### src/rtl/ram_port_arbiter_pkg.sv
// Shared owner encoding and sizing helpers
// for the IF/MEM single-port RAM arbiter.
package ram_port_arbiter_pkg;

  localparam int ARB_OWNER_BUS = 2;

  typedef enum logic [ARB_OWNER_BUS-1:0] {
    OWNER_NONE = 2'b00,
    OWNER_INST = 2'b01,
    OWNER_DATA = 2'b10
  } owner_e;

  function automatic int streak_w(
    input int max_streak
  );
    if (max_streak < 1) begin
      return 1;
    end
    return $clog2(max_streak + 1);
  endfunction

endpackage

### src/rtl/ram_port_arbiter_if.sv
// Fetch, data and RAM command bundle
// shared by the arbiter and its neighbours.
interface ram_port_arbiter_if #(
  parameter int ADDR_W = 32,
  parameter int DATA_W = 32,
  parameter int SEL_W  = 4
) ();

  logic              inst_req;
  logic [ADDR_W-1:0] inst_addr;
  logic [DATA_W-1:0] inst_rdata;
  logic              inst_valid;

  logic              data_req;
  logic [SEL_W-1:0]  data_we;
  logic [ADDR_W-1:0] data_addr;
  logic [DATA_W-1:0] data_wdata;
  logic [DATA_W-1:0] data_rdata;
  logic              data_valid;

  logic              ram_en;
  logic [SEL_W-1:0]  ram_we;
  logic [ADDR_W-1:0] ram_addr;
  logic [DATA_W-1:0] ram_wdata;
  logic [DATA_W-1:0] ram_rdata;

  modport master (
    output inst_req,
    output inst_addr,
    input  inst_rdata,
    input  inst_valid,
    output data_req,
    output data_we,
    output data_addr,
    output data_wdata,
    input  data_rdata,
    input  data_valid,
    input  ram_en,
    input  ram_we,
    input  ram_addr,
    input  ram_wdata,
    output ram_rdata
  );

  modport slave (
    input  inst_req,
    input  inst_addr,
    output inst_rdata,
    output inst_valid,
    input  data_req,
    input  data_we,
    input  data_addr,
    input  data_wdata,
    output data_rdata,
    output data_valid,
    output ram_en,
    output ram_we,
    output ram_addr,
    output ram_wdata,
    input  ram_rdata
  );

endinterface

### src/rtl/ram_port_arbiter.sv
// Arbitrates one sync-read RAM between fetch and
// MEM; data wins ties until the streak limit.
module ram_port_arbiter
  import ram_port_arbiter_pkg::*;
#(
  parameter int ADDR_W          = 32,
  parameter int DATA_W          = 32,
  parameter int SEL_W           = 4,
  parameter int MAX_DATA_STREAK = 4
) (
  input logic                clk,
  input logic                rst,
  ram_port_arbiter_if.slave  bus
);

  localparam int SW = streak_w(MAX_DATA_STREAK);
  localparam logic [SW-1:0] STREAK_MAX =
    SW'(MAX_DATA_STREAK);

  owner_e          owner_q;
  owner_e          owner_d;
  owner_e          grant;
  logic            wr_q;
  logic            wr_d;
  logic [SW-1:0]   streak_q;
  logic [SW-1:0]   streak_d;

  logic            inst_elig;
  logic            data_elig;

  logic              en_c;
  logic [SEL_W-1:0]  we_c;
  logic [ADDR_W-1:0] addr_c;
  logic [DATA_W-1:0] wdata_c;

  // Pick the winner; a requester awaiting its
  // response is ignored in that cycle.
  always_comb begin
    inst_elig = bus.inst_req &&
                (owner_q != OWNER_INST);
    data_elig = bus.data_req &&
                (owner_q != OWNER_DATA);
    grant = OWNER_NONE;
    if (inst_elig && data_elig) begin
      if (streak_q == STREAK_MAX) begin
        grant = OWNER_INST;
      end else begin
        grant = OWNER_DATA;
      end
    end else if (data_elig) begin
      grant = OWNER_DATA;
    end else if (inst_elig) begin
      grant = OWNER_INST;
    end
  end

  // Steer the winner onto the RAM command;
  // fetch never writes, reset silences the RAM.
  always_comb begin
    en_c    = 1'b0;
    we_c    = '0;
    addr_c  = '0;
    wdata_c = '0;
    if (!rst) begin
      unique case (grant)
        OWNER_INST: begin
          en_c   = 1'b1;
          addr_c = bus.inst_addr;
        end
        OWNER_DATA: begin
          en_c    = 1'b1;
          we_c    = bus.data_we;
          addr_c  = bus.data_addr;
          wdata_c = bus.data_wdata;
        end
        default: begin
          en_c = 1'b0;
        end
      endcase
    end
  end

  assign bus.ram_en    = en_c;
  assign bus.ram_we    = we_c;
  assign bus.ram_addr  = addr_c;
  assign bus.ram_wdata = wdata_c;

  // Next owner, write flag and fetch-starvation
  // streak.
  always_comb begin
    owner_d  = grant;
    wr_d     = (grant == OWNER_DATA) &&
               (|bus.data_we);
    streak_d = streak_q;
    if (!bus.inst_req ||
        (grant == OWNER_INST)) begin
      streak_d = '0;
    end else if ((grant == OWNER_DATA) &&
                 (owner_q != OWNER_INST) &&
                 (streak_q != STREAK_MAX)) begin
      streak_d = streak_q + SW'(1);
    end
  end

  // Owner FSM and streak state.
  always_ff @(posedge clk or posedge rst) begin
    if (rst) begin
      owner_q  <= OWNER_NONE;
      wr_q     <= 1'b0;
      streak_q <= '0;
    end else begin
      owner_q  <= owner_d;
      wr_q     <= wr_d;
      streak_q <= streak_d;
    end
  end

  // Response decode straight from the owner
  // register; write acks carry no data.
  always_comb begin
    bus.inst_valid = (owner_q == OWNER_INST);
    bus.data_valid = (owner_q == OWNER_DATA);
    bus.inst_rdata = '0;
    bus.data_rdata = '0;
    if (owner_q == OWNER_INST) begin
      bus.inst_rdata = bus.ram_rdata;
    end
    if ((owner_q == OWNER_DATA) && !wr_q) begin
      bus.data_rdata = bus.ram_rdata;
    end
  end

  a_one_valid: assert property (
    @(posedge clk) disable iff (rst)
    !(bus.inst_valid && bus.data_valid)
  );

  a_owner_legal: assert property (
    @(posedge clk) disable iff (rst)
    owner_q != owner_e'(2'b11)
  );

  a_streak_sat: assert property (
    @(posedge clk) disable iff (rst)
    streak_q <= STREAK_MAX
  );

  a_inst_no_write: assert property (
    @(posedge clk) disable iff (rst)
    (grant == OWNER_INST) |-> (bus.ram_we == '0)
  );

endmodule
### src/flat_wrapper.sv
// flat-port wrapper written by rule: the top's interface ports become plain ports
module ram_port_arbiter_flat import ram_port_arbiter_pkg::*;
#(
  parameter int ADDR_W          = 32,
  parameter int DATA_W          = 32,
  parameter int SEL_W           = 4,
  parameter int MAX_DATA_STREAK = 4
)
  (clk, rst, bus_inst_req, bus_inst_addr, bus_inst_rdata, bus_inst_valid, bus_data_req, bus_data_we, bus_data_addr, bus_data_wdata, bus_data_rdata, bus_data_valid, bus_ram_en, bus_ram_we, bus_ram_addr, bus_ram_wdata, bus_ram_rdata);
  ram_port_arbiter_if #(.ADDR_W(ADDR_W), .DATA_W(DATA_W), .SEL_W(SEL_W)) bus_i ();
  input logic clk;
  input logic rst;
  input wire logic [$bits(bus_i.inst_req)-1:0] bus_inst_req;
  input wire logic [$bits(bus_i.inst_addr)-1:0] bus_inst_addr;
  output wire logic [$bits(bus_i.inst_rdata)-1:0] bus_inst_rdata;
  output wire logic [$bits(bus_i.inst_valid)-1:0] bus_inst_valid;
  input wire logic [$bits(bus_i.data_req)-1:0] bus_data_req;
  input wire logic [$bits(bus_i.data_we)-1:0] bus_data_we;
  input wire logic [$bits(bus_i.data_addr)-1:0] bus_data_addr;
  input wire logic [$bits(bus_i.data_wdata)-1:0] bus_data_wdata;
  output wire logic [$bits(bus_i.data_rdata)-1:0] bus_data_rdata;
  output wire logic [$bits(bus_i.data_valid)-1:0] bus_data_valid;
  output wire logic [$bits(bus_i.ram_en)-1:0] bus_ram_en;
  output wire logic [$bits(bus_i.ram_we)-1:0] bus_ram_we;
  output wire logic [$bits(bus_i.ram_addr)-1:0] bus_ram_addr;
  output wire logic [$bits(bus_i.ram_wdata)-1:0] bus_ram_wdata;
  input wire logic [$bits(bus_i.ram_rdata)-1:0] bus_ram_rdata;
  assign bus_i.inst_req = bus_inst_req;
  assign bus_i.inst_addr = bus_inst_addr;
  assign bus_inst_rdata = bus_i.inst_rdata;
  assign bus_inst_valid = bus_i.inst_valid;
  assign bus_i.data_req = bus_data_req;
  assign bus_i.data_we = bus_data_we;
  assign bus_i.data_addr = bus_data_addr;
  assign bus_i.data_wdata = bus_data_wdata;
  assign bus_data_rdata = bus_i.data_rdata;
  assign bus_data_valid = bus_i.data_valid;
  assign bus_ram_en = bus_i.ram_en;
  assign bus_ram_we = bus_i.ram_we;
  assign bus_ram_addr = bus_i.ram_addr;
  assign bus_ram_wdata = bus_i.ram_wdata;
  assign bus_i.ram_rdata = bus_ram_rdata;
  ram_port_arbiter #(.ADDR_W(ADDR_W), .DATA_W(DATA_W), .SEL_W(SEL_W), .MAX_DATA_STREAK(MAX_DATA_STREAK)) u_core (.clk(clk), .rst(rst), .bus(bus_i));
endmodule
### config.mk
export PLATFORM = sky130hd
export DESIGN_NAME = ram_port_arbiter_flat
export DESIGN_NICKNAME = d
export VERILOG_FILES = /design/src/rtl/ram_port_arbiter_pkg.sv /design/src/rtl/ram_port_arbiter_if.sv /design/src/rtl/ram_port_arbiter.sv /design/src/flat_wrapper.sv
export SDC_FILE = /design/constraint.sdc
export NUM_CORES = 1
export LEC_CHECK = 0
export BUFFER_PORTS_ARGS = -buffer_cell sky130_fd_sc_hd__buf_4
export CAP_MARGIN = 0
export CORE_AREA = 2 2 106 108
export DETAILED_ROUTE_END_ITERATION = 8
export DIE_AREA = 0 0 108 110
export HOLD_SLACK_MARGIN = 0.15
export SYNTH_ARGS = -nofsm -noshare
export SYNTH_HDL_FRONTEND = slang
export SYNTH_SLANG_ARGS = --single-unit
### constraint.sdc
create_clock -name clk -period 1.43 [get_ports clk]
set_input_delay 0.0715 -clock clk [delete_from_list [all_inputs] [get_ports clk]]
set_output_delay 0.0715 -clock clk [all_outputs]
set_load 0.1 [all_outputs]
==> metrics.yaml <==
yosys.cell_count.top_type: "and2_1"
hpwl_um: 8970
slew_violations: 0
seq_power_share_pct: 4.0
clk_pin_slew_ps: 40
combPwrFrac_pct: 90.4
status: "finished, violations left"
swShare_pct: 55.7
port_buffers: 270
grt_pass1_wl_um: 20500
fin_crit_sh_pct: 141
pwr-share-clk_pct: 5.6
critPathArrivalTime_ps: 1940
firstDrtPassIters: 4
dieArea_sq_mm: 0.0119
dieWidth_um: 108
n_antenna_cell: 0
coreArea_sq_mm: 0.0107
first_global_vias: 4024
drtIter0Drc: 267
grt_max_degree: 34
ys_types: 27
routed-wl-met3_um: 1040
hold_class: "input pin to register"
synth.largest_area_cell: "and2_1"
ys_top_cells_by_count: "101 x and2_1, 64 x a31oi_1, 64 x nand3_1"
wl_per_cell_um: 19.3
ant_nets: 0
rsz0062_at_grt: "yes"
synthCells: 342
cts.sinks: 6
setup_violations: 136
ys_ff_latch: 6
met1_length_um: 5450
routed_via_density: 5.06
layout_setup_ws_ps: -580
finalHoldViolations: 0
synth_area_sq_mm: 0.00210
switchingPower_w: 0.00267
cts_tree: "done"
critical_path_class: "register to output pin"
synth_flop_cell: "dfrtp_1"
p_per_area_mw_per_mm2: 610
p_int_w: 0.00212
vias: 3961
die_height_um: 110
syn_to_final_growth_pct: 273
dpl_cell_area_sq_mm: 0.00530
insertion_delay_ps: 230
setup-tns-final_ps: -56960
fin_skew_ps: 2.55
overflow: 0
io_pins: 271
fmax_mhz: 498
layout_min_cycle_time_ps: 2010
h-tree-depth: 1
fin_area_sq_mm: 0.00785
ys_warn_count: 0
n_fill_cell: 667
antenna_found_initial: 0
whs_ps: 307
yosysTopAreaCellShare_pct: 30.1
violations: "setup timing"
drive_above_1_share_pct: 81.0
tightest_slew_ps: 488
synth_edf_count: 0
dp_slack_ps: -447
gp_congestion: 0.787
route.met2.wl_um: 8340
cp-start-kind: "register"
start_util_pct: 19.6
num_rows: 38
final_core_util_pct: 73.3
async_flop_share_pct: 100
p_leak_nw: 3.28
critPathMaxFanout: 7
drc: 0
syn_nets: 480
end_kind: "output pin"
ys_top_cells_by_area: "and2_1 30%, a31oi_1 19%, nand3_1 15%"
drt_wl_total_um: 15100
syn_avg_cell_area_sq_um: 6.14
grt_util_all_layers_pct: 21.4
slew-limit-headroom_pct: 67.4
cp.required_ps: 1360
cts_buffer_depth: 2
maxCapViolCount: 0
nets: 783
highest_layer: "met4"
cts_buffers: 3
ir_drop_mv: 0.349
cts-root-buf: "clkbuf_8"
ys_seq_area_share_pct: 7.15
## metal layers
layer  GRT usage, %  vias to the layer above
met1           24.8                     1883
met3           3.12                       22
li1               -                     1851
met5              0                        -
met4           4.49                        0
met2           41.4                      205
## cells in the final DEF (no fill, tap or decap), types with 2 or more instances in the layout
cell type and count:
nand2b_4 2, nand3_4 11, a31oi_1 26, buf_8 6, dlygate4sd3_1 5, and2_4 100
o21a_1 2, and3_1 32, buf_6 10, clkbuf_16 6, a31oi_4 34, nand3_1 35
clkbuf_8 3, nand3_2 18, buf_4 165, buf_16 2, a31oi_2 5, buf_12 145
nor2_4 2, dfrtp_1 6, nand2_1 4, inv_2 2
## critical path: stages (launching register included)
cell       delay, ps
dfrtp_1          410
nand2b_4         190
nor2_2            40
or3_4            470
clkbuf_16        220
a31oi_4          180
buf_12           200
## path summary, 6_finish.rpt
check | end | startpoint | cells past startpoint | slack, ps
min in group asynchronous | u_core.owner_q[0] | rst | 4 | 420
hold reg to reg | u_core.streak_q[0] | u_core.streak_q[0] | 3 | 680
setup reg to reg | u_core.streak_q[2] | u_core.owner_q[1] | 7 | -100
setup / recovery | bus_ram_addr[29] | u_core.owner_q[0] | 6 | -580
hold / removal | u_core.streak_q[1] | bus_inst_req | 4 | 310
max in group asynchronous | u_core.streak_q[0] | rst | 4 | 890
## power groups by stage
stage | clock (W) | combinational [W] | sequential, W
after floorplan | 0 | 0.00242 | 0.000191
after global placement | 0 | 0.00325 | 0.000190
after detailed placement | 0 | 0.00327 | 0.000191
after CTS | 0.000278 | 0.00390 | 0.000188
after global routing | 0.000285 | 0.00445 | 0.000194
final | 0.000267 | 0.00432 | 0.000192
## cells by family after synthesis
group,after synthesis,synth area share [%]
flops,6,7.15
buf+inv,47,8.99
simple gates,211,58.2
compound gates,76,24.4
fa+ha+maj,2,1.19
## through the flow
stage	instances	total power (W)
2_1_floorplan	342	0.00261
3_3_place_gp	751	0.00344
3_5_place_dp	751	0.00346
4_1_cts	770	0.00436
5_1_grt	783	0.00493
6_report	783	0.00478
## flip-flops by register name (all words and copies together) (netlist names)
signal and flops:
u_core.owner_q 2, u_core.streak_q 3, u_core.wr_q 1
## what timing repair did
item | in CTS | in global routing
resized for setup | 337 | 162
cloned | 3 | 9
setup endpoints to repair | 138 | 138
setup buffers | 8 | 8
hold buffers | 5 | 0
pin swaps | 20 | 53
endpoints found under the hold margin | 7 | 0
## cell type report
class	count	area [sq um]	area share [%]
clock buffer	3	41.3	0.526
inverter	6	36.3	0.462
multi-input combinational	289	2840	36.2
sequential	6	150	1.91
tap	140	175	2.23
timing repair buffer	339	4600	58.6
Power figures use the tool's default switching activity.
